## src/rtl/piso_serializer_if.sv

```systemverilog
// Parallel-in / serial-out link bundle: the parallel word and load strobe in,
// the serial line and frame status out.
interface piso_serializer_if #(
  parameter int WIDTH = 8
);
  logic [WIDTH-1:0] i_Data;
  logic             i_Load;
  logic             o_Serial;
  logic             o_Busy;
  logic             o_Done;

  modport master (
    output i_Data,
    output i_Load,
    input  o_Serial,
    input  o_Busy,
    input  o_Done
  );

  modport slave (
    input  i_Data,
    input  i_Load,
    output o_Serial,
    output o_Busy,
    output o_Done
  );
endinterface

```

## src/rtl/piso_serializer.sv

```systemverilog
// MSB-first serializer with idle-high line, busy and one-cycle done status.
// Define PISO_PARITY_EN to append an even-parity bit after the LSB.
module piso_serializer #(
  parameter int WIDTH    = 8,
  parameter int BIT_CLKS = 1
) (
  input logic               i_CLK,
  input logic               i_RST,
  piso_serializer_if.slave  bus
);

`ifdef PISO_PARITY_EN
  localparam int FRAME = WIDTH + 1;
`else
  localparam int FRAME = WIDTH;
`endif
  localparam int DIV_W = (BIT_CLKS > 1) ? $clog2(BIT_CLKS) : 1;
  localparam int CNT_W = (FRAME > 1) ? $clog2(FRAME) : 1;
  localparam logic [DIV_W-1:0] DIV_LAST = DIV_W'(BIT_CLKS - 1);
  localparam logic [CNT_W-1:0] BIT_LAST = CNT_W'(FRAME - 1);

  typedef enum logic {
    IDLE  = 1'b0,
    SHIFT = 1'b1
  } state_t;

  state_t           state_reg;
  logic [FRAME-1:0] shift_reg;
  logic [DIV_W-1:0] div_reg;
  logic [CNT_W-1:0] bit_reg;
  logic             serial_reg;
  logic             busy_reg;
  logic             done_reg;
  logic [FRAME-1:0] load_word;

  // The parity bit rides in the LSB slot so it falls out right after the data LSB.
`ifdef PISO_PARITY_EN
  assign load_word = {bus.i_Data, ^bus.i_Data};
`else
  assign load_word = bus.i_Data;
`endif

  always_ff @(posedge i_CLK) begin
    if (!i_RST) begin
      state_reg  <= IDLE;
      shift_reg  <= '0;
      div_reg    <= '0;
      bit_reg    <= '0;
      serial_reg <= 1'b1;
      busy_reg   <= 1'b0;
      done_reg   <= 1'b0;
    end else begin
      done_reg <= 1'b0;
      case (state_reg)
        IDLE: begin
          if (bus.i_Load) begin
            shift_reg  <= load_word;
            serial_reg <= load_word[FRAME-1];
            div_reg    <= '0;
            bit_reg    <= '0;
            busy_reg   <= 1'b1;
            state_reg  <= SHIFT;
          end
        end
        SHIFT: begin
          if (div_reg == DIV_LAST) begin
            div_reg   <= '0;
            shift_reg <= shift_reg << 1;
            if (bit_reg == BIT_LAST) begin
              bit_reg    <= '0;
              serial_reg <= 1'b1;
              busy_reg   <= 1'b0;
              done_reg   <= 1'b1;
              state_reg  <= IDLE;
            end else begin
              // Output the bit that becomes the MSB after this shift.
              bit_reg    <= bit_reg + 1'b1;
              serial_reg <= shift_reg[FRAME-2];
            end
          end else begin
            div_reg <= div_reg + 1'b1;
          end
        end
        default: state_reg <= IDLE;
      endcase
    end
  end

  assign bus.o_Serial = serial_reg;
  assign bus.o_Busy   = busy_reg;
  assign bus.o_Done   = done_reg;

endmodule

```

## src/flat_wrapper.sv

```systemverilog
// flat-port wrapper written by rule: the top's interface ports become plain ports
module piso_serializer_flat 
#(
  parameter int WIDTH    = 8,
  parameter int BIT_CLKS = 1
)
  (i_CLK, i_RST, bus_i_Data, bus_i_Load, bus_o_Serial, bus_o_Busy, bus_o_Done);
  piso_serializer_if #(.WIDTH(WIDTH)) bus_i ();
  input logic i_CLK;
  input logic i_RST;
  input wire logic [$bits(bus_i.i_Data)-1:0] bus_i_Data;
  input wire logic [$bits(bus_i.i_Load)-1:0] bus_i_Load;
  output wire logic [$bits(bus_i.o_Serial)-1:0] bus_o_Serial;
  output wire logic [$bits(bus_i.o_Busy)-1:0] bus_o_Busy;
  output wire logic [$bits(bus_i.o_Done)-1:0] bus_o_Done;
  assign bus_i.i_Data = bus_i_Data;
  assign bus_i.i_Load = bus_i_Load;
  assign bus_o_Serial = bus_i.o_Serial;
  assign bus_o_Busy = bus_i.o_Busy;
  assign bus_o_Done = bus_i.o_Done;
  piso_serializer #(.WIDTH(WIDTH), .BIT_CLKS(BIT_CLKS)) u_core (.i_CLK(i_CLK), .i_RST(i_RST), .bus(bus_i));
endmodule
```

## config.mk

```make
export PLATFORM = sky130hd
export DESIGN_NAME = piso_serializer_flat
export DESIGN_NICKNAME = d
export VERILOG_FILES = /design/src/rtl/piso_serializer_if.sv /design/src/rtl/piso_serializer.sv /design/src/flat_wrapper.sv
export SDC_FILE = /design/constraint.sdc
export NUM_CORES = 1
export LEC_CHECK = 0
export ABC_CLOCK_PERIOD_IN_PS = 3400
export BUFFER_PORTS_ARGS = -buffer_cell sky130_fd_sc_hd__buf_4
export CAP_MARGIN = 20
export CELL_PAD_IN_SITES_DETAIL_PLACEMENT = 1
export CELL_PAD_IN_SITES_GLOBAL_PLACEMENT = 2
export CORE_UTILIZATION = 33
export DETAILED_ROUTE_END_ITERATION = 7
export PLACE_DENSITY_LB_ADDON = 0.1
export SYNTH_ARGS = -nofsm -noshare
export SYNTH_HDL_FRONTEND = slang
export SYNTH_SLANG_ARGS = --single-unit
export TNS_END_PERCENT = 10
```

## constraint.sdc

```tcl
create_clock -name i_CLK -period 3.4 [get_ports i_CLK]
set_clock_uncertainty 0.2 [all_clocks]
set_input_delay 0.68 -clock i_CLK [delete_from_list [all_inputs] [get_ports i_CLK]]
set_output_delay 0.68 -clock i_CLK [all_outputs]
set_load 0.01 [all_outputs]
```

Word-level counts from Yosys, hierarchy flattened

Index checks and enable logic that the tools add are counted.

Output and inout bits: 3
Register bits: 15
Input bits: 11
Word-level logic and storage cells: 41

Muxes and demuxes: 23
$add $sub $neg: 2
Bitwise logic cells: 2
Reduce and logical (&&, ||, !) cells: 3
Equal/unequal tests: 4

Operators by type and width:

| cell                                                           | count |
|---|---|
| 7-bit two-way mux                                              | 2 |
| 7-bit one-hot mux with 2 select lines                          | 1 |
| 1-bit two-way mux                                              | 12 |
| 3-bit two-way mux                                              | 3 |
| 1-bit one-hot mux with 2 select lines                          | 4 |
| 2-bit != test (second input constant)                          | 3 |
| 3-bit one-hot mux with 2 select lines                          | 1 |
| 3-bit by 1-bit adder with 3-bit output (second input constant) | 1 |
| 3-bit equality test (second input constant)                    | 1 |
| 3-bit AND reduction                                            | 1 |
| 3-bit OR reduction                                             | 1 |
| 1-bit NOT                                                      | 2 |
| 2-bit AND reduction                                            | 1 |
| 1-bit adder (second input constant)                            | 1 |

Depth between registers and ports, before layout

Gate-level depths: netlist (run 1).

Depth after elaboration: 4
Mapped depth: 4

Worst setup path before layout (run 1)

No wires, ideal clock.

Kind: input -> register
From: input bus_i_Load
To: register u_core.shift_reg[1]
Cell stages on the path: 3
Arrival time: 1270 ps
Path slack: 1814 ps
Data required time: 3084 ps
Setup time: 116 ps
Cell sequence: buf_6 -> mux2_4 -> o211a_1

Longest elaborated chain between the ends: 2

Ends and longest elaborated chain:

| element                       | RTL line              | text |
|---|---|---|
| from (decl)                   | flat_wrapper.sv:12    | `input wire logic [$bits(bus_i.i_Load)-1:0] bus_i_Load;` |
| 2-bit != test (no line)       | --                    |  |
| 2-bit AND reduction (no line) | --                    |  |
| to (signal assigned)          | piso_serializer.sv:57 | `shift_reg <= load_word;` |
| to (signal assigned)          | piso_serializer.sv:68 | `shift_reg <= shift_reg << 1;` |
| to (decl)                     | piso_serializer.sv:28 | `logic [FRAME-1:0] shift_reg;` |

Every way passes these cells.
A chain may end at the register's enable or synchronous reset.

Worst setup path in the final report (run 1)

From: register u_core.busy_reg, in the netlist u_core.bus.o_Busy
To: output bus_o_Busy

RTL lines:

| element                | RTL line              | text |
|---|---|---|
| from (decl)            | piso_serializer.sv:32 | `logic busy_reg;` |
| from (signal assigned) | piso_serializer.sv:50 | `busy_reg <= 1'b0;` |
| from (signal assigned) | piso_serializer.sv:61 | `busy_reg <= 1'b1;` |
| from (signal assigned) | piso_serializer.sv:72 | `busy_reg <= 1'b0;` |
| to (decl)              | flat_wrapper.sv:14    | `output wire logic [$bits(bus_i.o_Busy)-1:0] bus_o_Busy;` |

No word-level cell between the ends.

==> impl_metrics.csv, run 1 <==
group,metric,value,unit
run_status,status,"completed",
finish,largest_register_ff_count,7,
worst_setup_path,r2r_setup_slack,1.83,ns
timing,report.final.hold_viol_count,0,
logic_synthesis,synth_edf_count,0,
timing,endpoints_failing_setup,0,
grt,number_of_global_route_vias_before_repair,436,
finish,final_area,818,um^2
drt,drt-total-wl,1210,um
worst_setup_path,worst_setup_path_startpoint,"u_core.bus.o_Busy$_SDFFE_PN0P_",
drt,vias_per_cell,4.63,
logic_synthesis,postSynth.topFlopCell,"dfxtp_1",
grt,grt_total_usage,13.8,%
finish,area_delta_synth_final,20.7,%
timing,fmax,0.620,GHz
cts,cts.sink_count,14,
worst_hold_path,timing.hold.worst.start,"u_core.bus.o_Serial$_SDFFE_PN1P_",
pwr,ir_drop,182,uV
worst_setup_path,worst-r2r-cell-count,2,
logic_synthesis,synth.lib_cells_used.distinct,25,
floorplan,die_area,0.00224,mm^2
timing,final_period_minus_worst_setup_slack,1.61,ns
worst_setup_path,worst_ep_arrival_time,0.73,ns
worst_setup_path,endpoint_of_the_worst_slack_reg_to_reg_timing_path,"u_core.bus.o_Serial$_SDFFE_PN1P_",
finish,n_antenna_cell,0,
floorplan,io_pins,14,
worst_hold_path,timing.hold.worst_endpoint,"u_core.bus.o_Serial$_SDFFE_PN1P_",
timing,timing.final.max_slew_violations,0,
floorplan,placeableCoreArea,0.00194,mm^2
placed_design,numPortBuffers,13,
floorplan,std_cell_rows,16,
logic_synthesis,asyncSetResetFlopFracSynth,0,%
cts,tritoncts,"yes",
cts,post_cts_resized,0,
worst_hold_path,hold_path_class,"reg -> reg",
drt,num_vias,468,
cts,root_buffer,"clkbuf_4",
worst_setup_path,critPathMaxStageDelay,0.34,ns
logic_synthesis,yosys_warnings,0,
finish,area.sequential,280,um^2
floorplan,chipHeight,47.3,um
finish,final_layout_size_suffix_gt1_share,35.1,%
cts,postCtsHoldBufs,0,
worst_setup_path,cp_cell_sequence,"buf_4",
placed_design,dp_slack,1.65,ns
cts,worst_skew_pair_latency,0.28,ns
drt,firstDrtPassIters,2,
drt,drc_errors,0,
worst_setup_path,worstPathRequired,2.52,ns
pwr,power.density_cell_area,430,mW/mm^2
logic_synthesis,netlist_instances,61,
cts,cts_htree_levels,1,
finish,finalNetCount,89,
pwr,total_power,0.352,mW
placed_design,placedCellCount,97,
timing,finalWorstSetupSlack,1.79,ns
timing,slew_at_the_pin_with_the_worst_max_slew_slack,0.787,ns
logic_synthesis,post_synth_instance_area,678,um^2
timing,setup-tns-final,0,ns
placed_design,dpl.hpwl,814,um
worst_setup_path,critPathCaptureType,"output pin",
logic_synthesis,syn_avg_cell_area,11.1,um^2
finish,postLayoutCoreUtil,42.1,%
logic_synthesis,ys_seq_area_share,41.3,%
cts,tritoncts.num_buffers,3,
drt,avgRoutedWirePerCell,12.0,um
worst_setup_path,critical_path_class,"reg -> out",
placed_design,gp_congestion,0.596,
grt,grt_start_max_net_pins,27,
floorplan,initial_cell_density_of_the_core,34.9,%
logic_synthesis,syn_nets,75,
timing,unrepaired_setup_endpoints_after_global_routing,"no",
floorplan,floorplan.die.width,47.3,um
finish,post_layout_nonfiller_instances,101,
worst_setup_path,cpLargestDelayFamily,"flip-flops",
worst_hold_path,hold_path_cell_cnt,2,
worst_setup_path,critical_path.reg2reg.startpoint,"u_core.state_reg$_SDFF_PN0_",
timing,slew-limit-headroom,47.5,%
grt,overflow_left_after_global_routing,0,
drt,post_detailed_route_count_of_antenna_violating_nets,0,
finish,multi_input_area,367,um^2
timing,hold-worst-slack,0.323,ns
pwr,static-leakage-power,0.410,nW
logic_synthesis,postSynthRegisterBits,14,
finish,fill_cells,235,
worst_setup_path,highest_delay_cell_along_the_critical_path,"dfxtp_1",
timing,final.period_utilization,47.5,%
placed_design,placed_area,782,um^2
drt,initialDrtViolationCount,3,
job,timing.max_cap.violations,0,
grt,first_pass_grt_wire_length,2020,um
cts,worst_setup_hold_path_clk_slew,0.09,ns
worst_setup_path,crit_buf_inv,1,
cts,cts.repair_timing.setup_buffer_count,0,
worst_setup_path,cp_max_fo,2,
grt,initial_antenna_violation_count,0,
worst_setup_path,worst-path-stages,1,
cts,clockBufferDepth,2,
worst_setup_path,worstSetupStartpointType,"register",
## metal layers
metal / GRT usage [%] / part of all wire [%] / up-vias
met5: 0 / 0 / -
met4: 10.3 / 1.1 / 0
met3: 4.62 / 3.1 / 2
met2: 18.1 / 47 / 8
met1: 18.5 / 48 / 213
li1: - / - / 245
## where the power goes
group,internal [mW],switching (mW),leakage (nW)
Clock,0.0651,0.0549,0.0210
Combinational,0.0316,0.0161,0.273
Sequential,0.175,0.00986,0.116
## worst max-delay path by stage
stage	to	slack, ns
after floorplan	u_core.shift_reg[1]$_SDFFE_PN0P_	1.81
after global placement	u_core.shift_reg[4]$_SDFFE_PN0P_	1.67
after detailed placement	u_core.shift_reg[5]$_SDFFE_PN0P_	1.65
after CTS	bus_o_Busy	1.77
after global routing	u_core.bus.o_Serial$_SDFFE_PN1P_	1.66
final	bus_o_Busy	1.79
## cells in the final DEF (no fill, tap or decap), drive strengths merged
master	synthesis	layout
mux2	6	6
o21a	2	2
dfxtp	14	14
and3	2	2
nor3b	4	4
buf	3	13
o211a	6	6
a21oi	1	1
inv	1	1
mux2i	1	1
a21boi	3	3
o221ai	1	1
nand2b	5	5
or3b	2	2
nor2b	1	1
or2	1	1
ha	3	3
nand2	3	3
clkbuf	1	4
or2b	1	1
## layout make-up
class | count | share of cell area, %
timing repair buffer | 13 | 11.9
multi-input combinational | 42 | 44.8
clock buffer | 4 | 4.43
sequential | 14 | 34.3
tap | 27 | 4.13
inverter | 1 | 0.459
## cells in the mapped netlist (2+ instances only)
library cell  instances  area (um^2)
nand2_1               3         11.3
ha_1                  3         37.5
and3_1                2         12.5
nor3b_1               4         30.0
or3b_1                2         17.5
mux2_4                3         45.0
nand2b_1              5         31.3
o211a_1               6         60.1
mux2_2                3         33.8
o21a_1                2         15.0
dfxtp_1              14          280
## cell families (layout without fill, tap and decap cells)
kind of cell               after synthesis  after routing  synth area share, %
muxes                                    7              7                 13.1
DFF                                     14             14                 41.3
AOI/OAI and AO/OA                       13             13                 17.0
buffers and inverters                    5             18                 4.61
adders and majority gates                3              3                 5.54
and+or+nand+nor                         19             19                 18.5
(Power assumes the default switching activity.)
==> inputs of run 2 (changes only) <==
- ABC_AREA: not set -> 1
- ABC_CLOCK_PERIOD_IN_PS: 3400 -> 1310
- CORE_UTILIZATION: 33 -> 25
- clock period: 3.4 -> 1.31 ns (I/O delays scaled with it)
==> run 2 against run 1 <==
  * Non-clock buffer count grew 6
  * Highest routed layer unchanged
  * Critical path depth grew 4
  * Setup slack lost 1.7 ns
  * Clock-buffer cell count is the same
  * Wire length grew 31%
  * Largest power group unchanged
==> impl_metrics.csv, run 2 <==
group,metric,value,unit
run_status,status,"completed",
logic_synthesis,synthDominantCellAreaShare,43.7,%
finish,final_cell_mix,"nand2_1, buf_4, dfxtp_1",
floorplan,placeableCoreArea,0.00232,mm^2
drt,post_detailed_route_count_of_antenna_violating_nets,0,
pwr,static-leakage-power,0.419,nW
timing,final_period_minus_worst_setup_slack,1.24,ns
floorplan,chipHeight,52.6,um
finish,area_delta_synth_final,34.8,%
placed_design,placedCellCount,128,
floorplan,std_cell_rows,17,
worst_setup_path,worst_ep_arrival_time,1.25,ns
logic_synthesis,post-synth-top-count-cell,"nand2_1",
timing,report.final.hold_viol_count,0,
timing,fmax,0.805,GHz
job,timing.max_cap.violations,0,
worst_setup_path,cpLargestDelayFamily,"adder cells",
placed_design,gp_congestion,0.709,
floorplan,initial_cell_density_of_the_core,27.6,%
cts,cts.repair_timing.setup_buffer_count,0,
finish,final_layout_size_suffix_gt1_share,30.8,%
pwr,power.density_cell_area,1060,mW/mm^2
logic_synthesis,ys_seq_area_share,43.7,%
grt,initial_antenna_violation_count,0,
drt,initialDrtViolationCount,8,
finish,finalNetCount,119,
floorplan,io_pins,14,
timing,slew-limit-headroom,82.2,%
logic_synthesis,syn_nets,99,
timing,final.period_utilization,94.8,%
grt,first_pass_grt_wire_length,2730,um
finish,largest_register_ff_count,7,
pwr,ir_drop,492,uV
floorplan,die_area,0.00277,mm^2
logic_synthesis,synth-compound-area-share,7.42,%
grt,grt_start_max_net_pins,10,
drt,vias_per_cell,4.51,
logic_synthesis,synthTopCellsByCount,"nand2_1, dfxtp_1, nand3_1",
logic_synthesis,post_synth_instance_area,641,um^2
logic_synthesis,postSynthRegisterBits,14,
logic_synthesis,asyncSetResetFlopFracSynth,0,%
logic_synthesis,largest_family_of_logic_cells_by_synthesized_area,"simple AND/OR/NAND/NOR gates",
logic_synthesis,yosys_warnings,0,
drt,drt-total-wl,1580,um
logic_synthesis,synthAdderAreaFrac,5.86,%
finish,post_layout_nonfiller_instances,132,
finish,final_area,863,um^2
worst_setup_path,highest_delay_cell_along_the_critical_path,"dfxtp_1",
worst_setup_path,cp_max_fo,3,
logic_synthesis,postSynth.topFlopCell,"dfxtp_1",
grt,grt_total_usage,14.1,%
finish,n_antenna_cell,0,
cts,tritoncts,"yes",
placed_design,numPortBuffers,13,
placed_design,dp_slack,-0.0109,ns
cts,tritoncts.num_buffers,3,
grt,number_of_global_route_vias_before_repair,622,
logic_synthesis,yosys-top-cells-area,"dfxtp_1, nand2_1, nand3_1, ha_1, inv_1",
drt,drc_errors,0,
worst_setup_path,worstPathRequired,1.32,ns
worst_setup_path,crit_buf_inv,0,
drt,firstDrtPassIters,2,
logic_synthesis,synthXorXnorAreaFrac,0,%
cts,cts_htree_levels,1,
placed_design,dpl.hpwl,1110,um
cts,root_buffer,"clkbuf_4",
logic_synthesis,synth_edf_count,0,
cts,worst_setup_hold_path_clk_slew,0.09,ns
worst_setup_path,cp_common_cell,"ha_4",
cts,cts.sink_count,14,
logic_synthesis,synth_simple_gate_area_share,31.3,%
floorplan,floorplan.die.width,52.6,um
worst_hold_path,hold_path_class,"in -> reg",
logic_synthesis,syn_avg_cell_area,7.54,um^2
timing,slew_at_the_pin_with_the_worst_max_slew_slack,0.267,ns
worst_setup_path,critical_path_class,"reg -> reg",
timing,timing.final.max_slew_violations,0,
logic_synthesis,synth.lib_cells_used.distinct,13,
worst_setup_path,cp_cell_sequence,"ha_4, ha_4, nor2_1, nand2_1, a21oi_1",
cts,postCtsHoldBufs,0,
timing,finalWorstSetupSlack,0.0681,ns
finish,layout.cells.most_common,"nand2_1",
logic_synthesis,netlist_instances,85,
grt,overflow_left_after_global_routing,0,
drt,num_vias,595,
worst_setup_path,critPathMaxStageDelay,0.35,ns
cts,worst_skew_pair_latency,0.28,ns
timing,endpoints_failing_setup,0,
placed_design,placed_area,777,um^2
logic_synthesis,synth.mux.area_fraction,0,%
drt,avgRoutedWirePerCell,12.0,um
finish,fill_cells,290,
worst_setup_path,worstSetupStartpointType,"register",
logic_synthesis,synth_largest_area_cell,"dfxtp_1",
worst_setup_path,critPathCaptureType,"register",
cts,clockBufferDepth,2,
## run 2: changes by cell type in the layout (fill, tap and decap cells not counted), moves of 5 or more
| cell | previous run | this run |
|---|---|---|
| o211a_1 | 6 | 0 |
| nand2b_1 | 5 | 0 |
| inv_1 | 1 | 9 |
| nor2_1 | 0 | 5 |
| buf_4 | 13 | 19 |
| nand2_1 | 3 | 27 |
| nand3_1 | 0 | 12 |
## run 2: timing repair
action | in CTS | in global routing
pin swaps | 0 | 0
cloned | 0 | 0
setup endpoints to repair | 2 | 3
gates resized for setup | 3 | 6
## run 2: metrics by stage
| step | setup TNS [ns] | hold WS [ns] | util, % | power (mW) |
|---|---|---|---|---|
| 6_report | 0 | 0.0356 | 37.2 | 0.918 |
| 5_1_grt | -0.00393 | 0.0258 | 37.2 | 0.978 |
| 4_1_cts | 0 | 0.0241 | 35.3 | 0.940 |
| 3_5_place_dp | -0.0109 | 0.264 | 33.5 | 0.610 |
| 3_3_place_gp | 0 | 0.256 | 33.5 | 0.608 |
| 2_1_floorplan | 0 | 0.205 | - | 0.553 |
## run 2: layout make-up
cell class	instances	area [um^2]	area share [%]
flip-flops and latches	14	282	32.6
repair buffers	19	143	16.5
inverters	9	33.8	3.91
clock buffers	4	36.3	4.20
multi-input cells	58	334	38.7
well taps	28	35.0	4.06
## run 2: kinds of logic (layout without fill, tap and decap cells)
group / count (synthesis) / count (layout)
buf+inv: 13 / 32
flops: 14 / 14
compound gates: 8 / 8
simple gates: 47 / 47
fa+ha+maj: 3 / 3
## run 2: worst reg2reg max path, delay by kind of cell (launching register included)
| family | cells | cell delay, ns |
|---|---|---|
| adders and majority gates | 2 | 0.36 |
| DFF | 1 | 0.35 |
| AOI/OAI and AO/OA | 1 | 0.14 |
| and+or+nand+nor | 2 | 0.13 |
## run 2: report_power, final
part	switching [mW]	total, mW	internal (mW)
combinational	0.0695	0.139	0.0691
clock	0.146	0.315	0.169
sequential	0.0153	0.465	0.449
total	0.231	0.918	0.687
## run 2: metal layers
metal  track usage (%)  share of wire, %  routed length, um  vias up
li1                  -                 -                  -      305
met1              17.1                50                794      274
met2              22.6                45                706       12
met3              3.48               3.2                 51        4
met4              7.89               2.0                 31        0
met5                 0                 0                  0        -
## run 2: final timing paths
| check | start | endpoint | slack, ns | depth (start not counted) |
|---|---|---|---|---|
| setup / recovery | u_core.bit_reg[1]$_SDFFE_PN0P_ | u_core.bit_reg[0]$_SDFFE_PN0P_ | 0.07 | 5 |
| hold / removal | bus_i_Data[0] | u_core.shift_reg[0]$_SDFFE_PN0P_ | 0.04 | 3 |
| setup reg to reg | u_core.bit_reg[1]$_SDFFE_PN0P_ | u_core.bit_reg[0]$_SDFFE_PN0P_ | 0.07 | 5 |
| hold reg to reg | u_core.shift_reg[0]$_SDFFE_PN0P_ | u_core.shift_reg[0]$_SDFFE_PN0P_ | 0.27 | 2 |
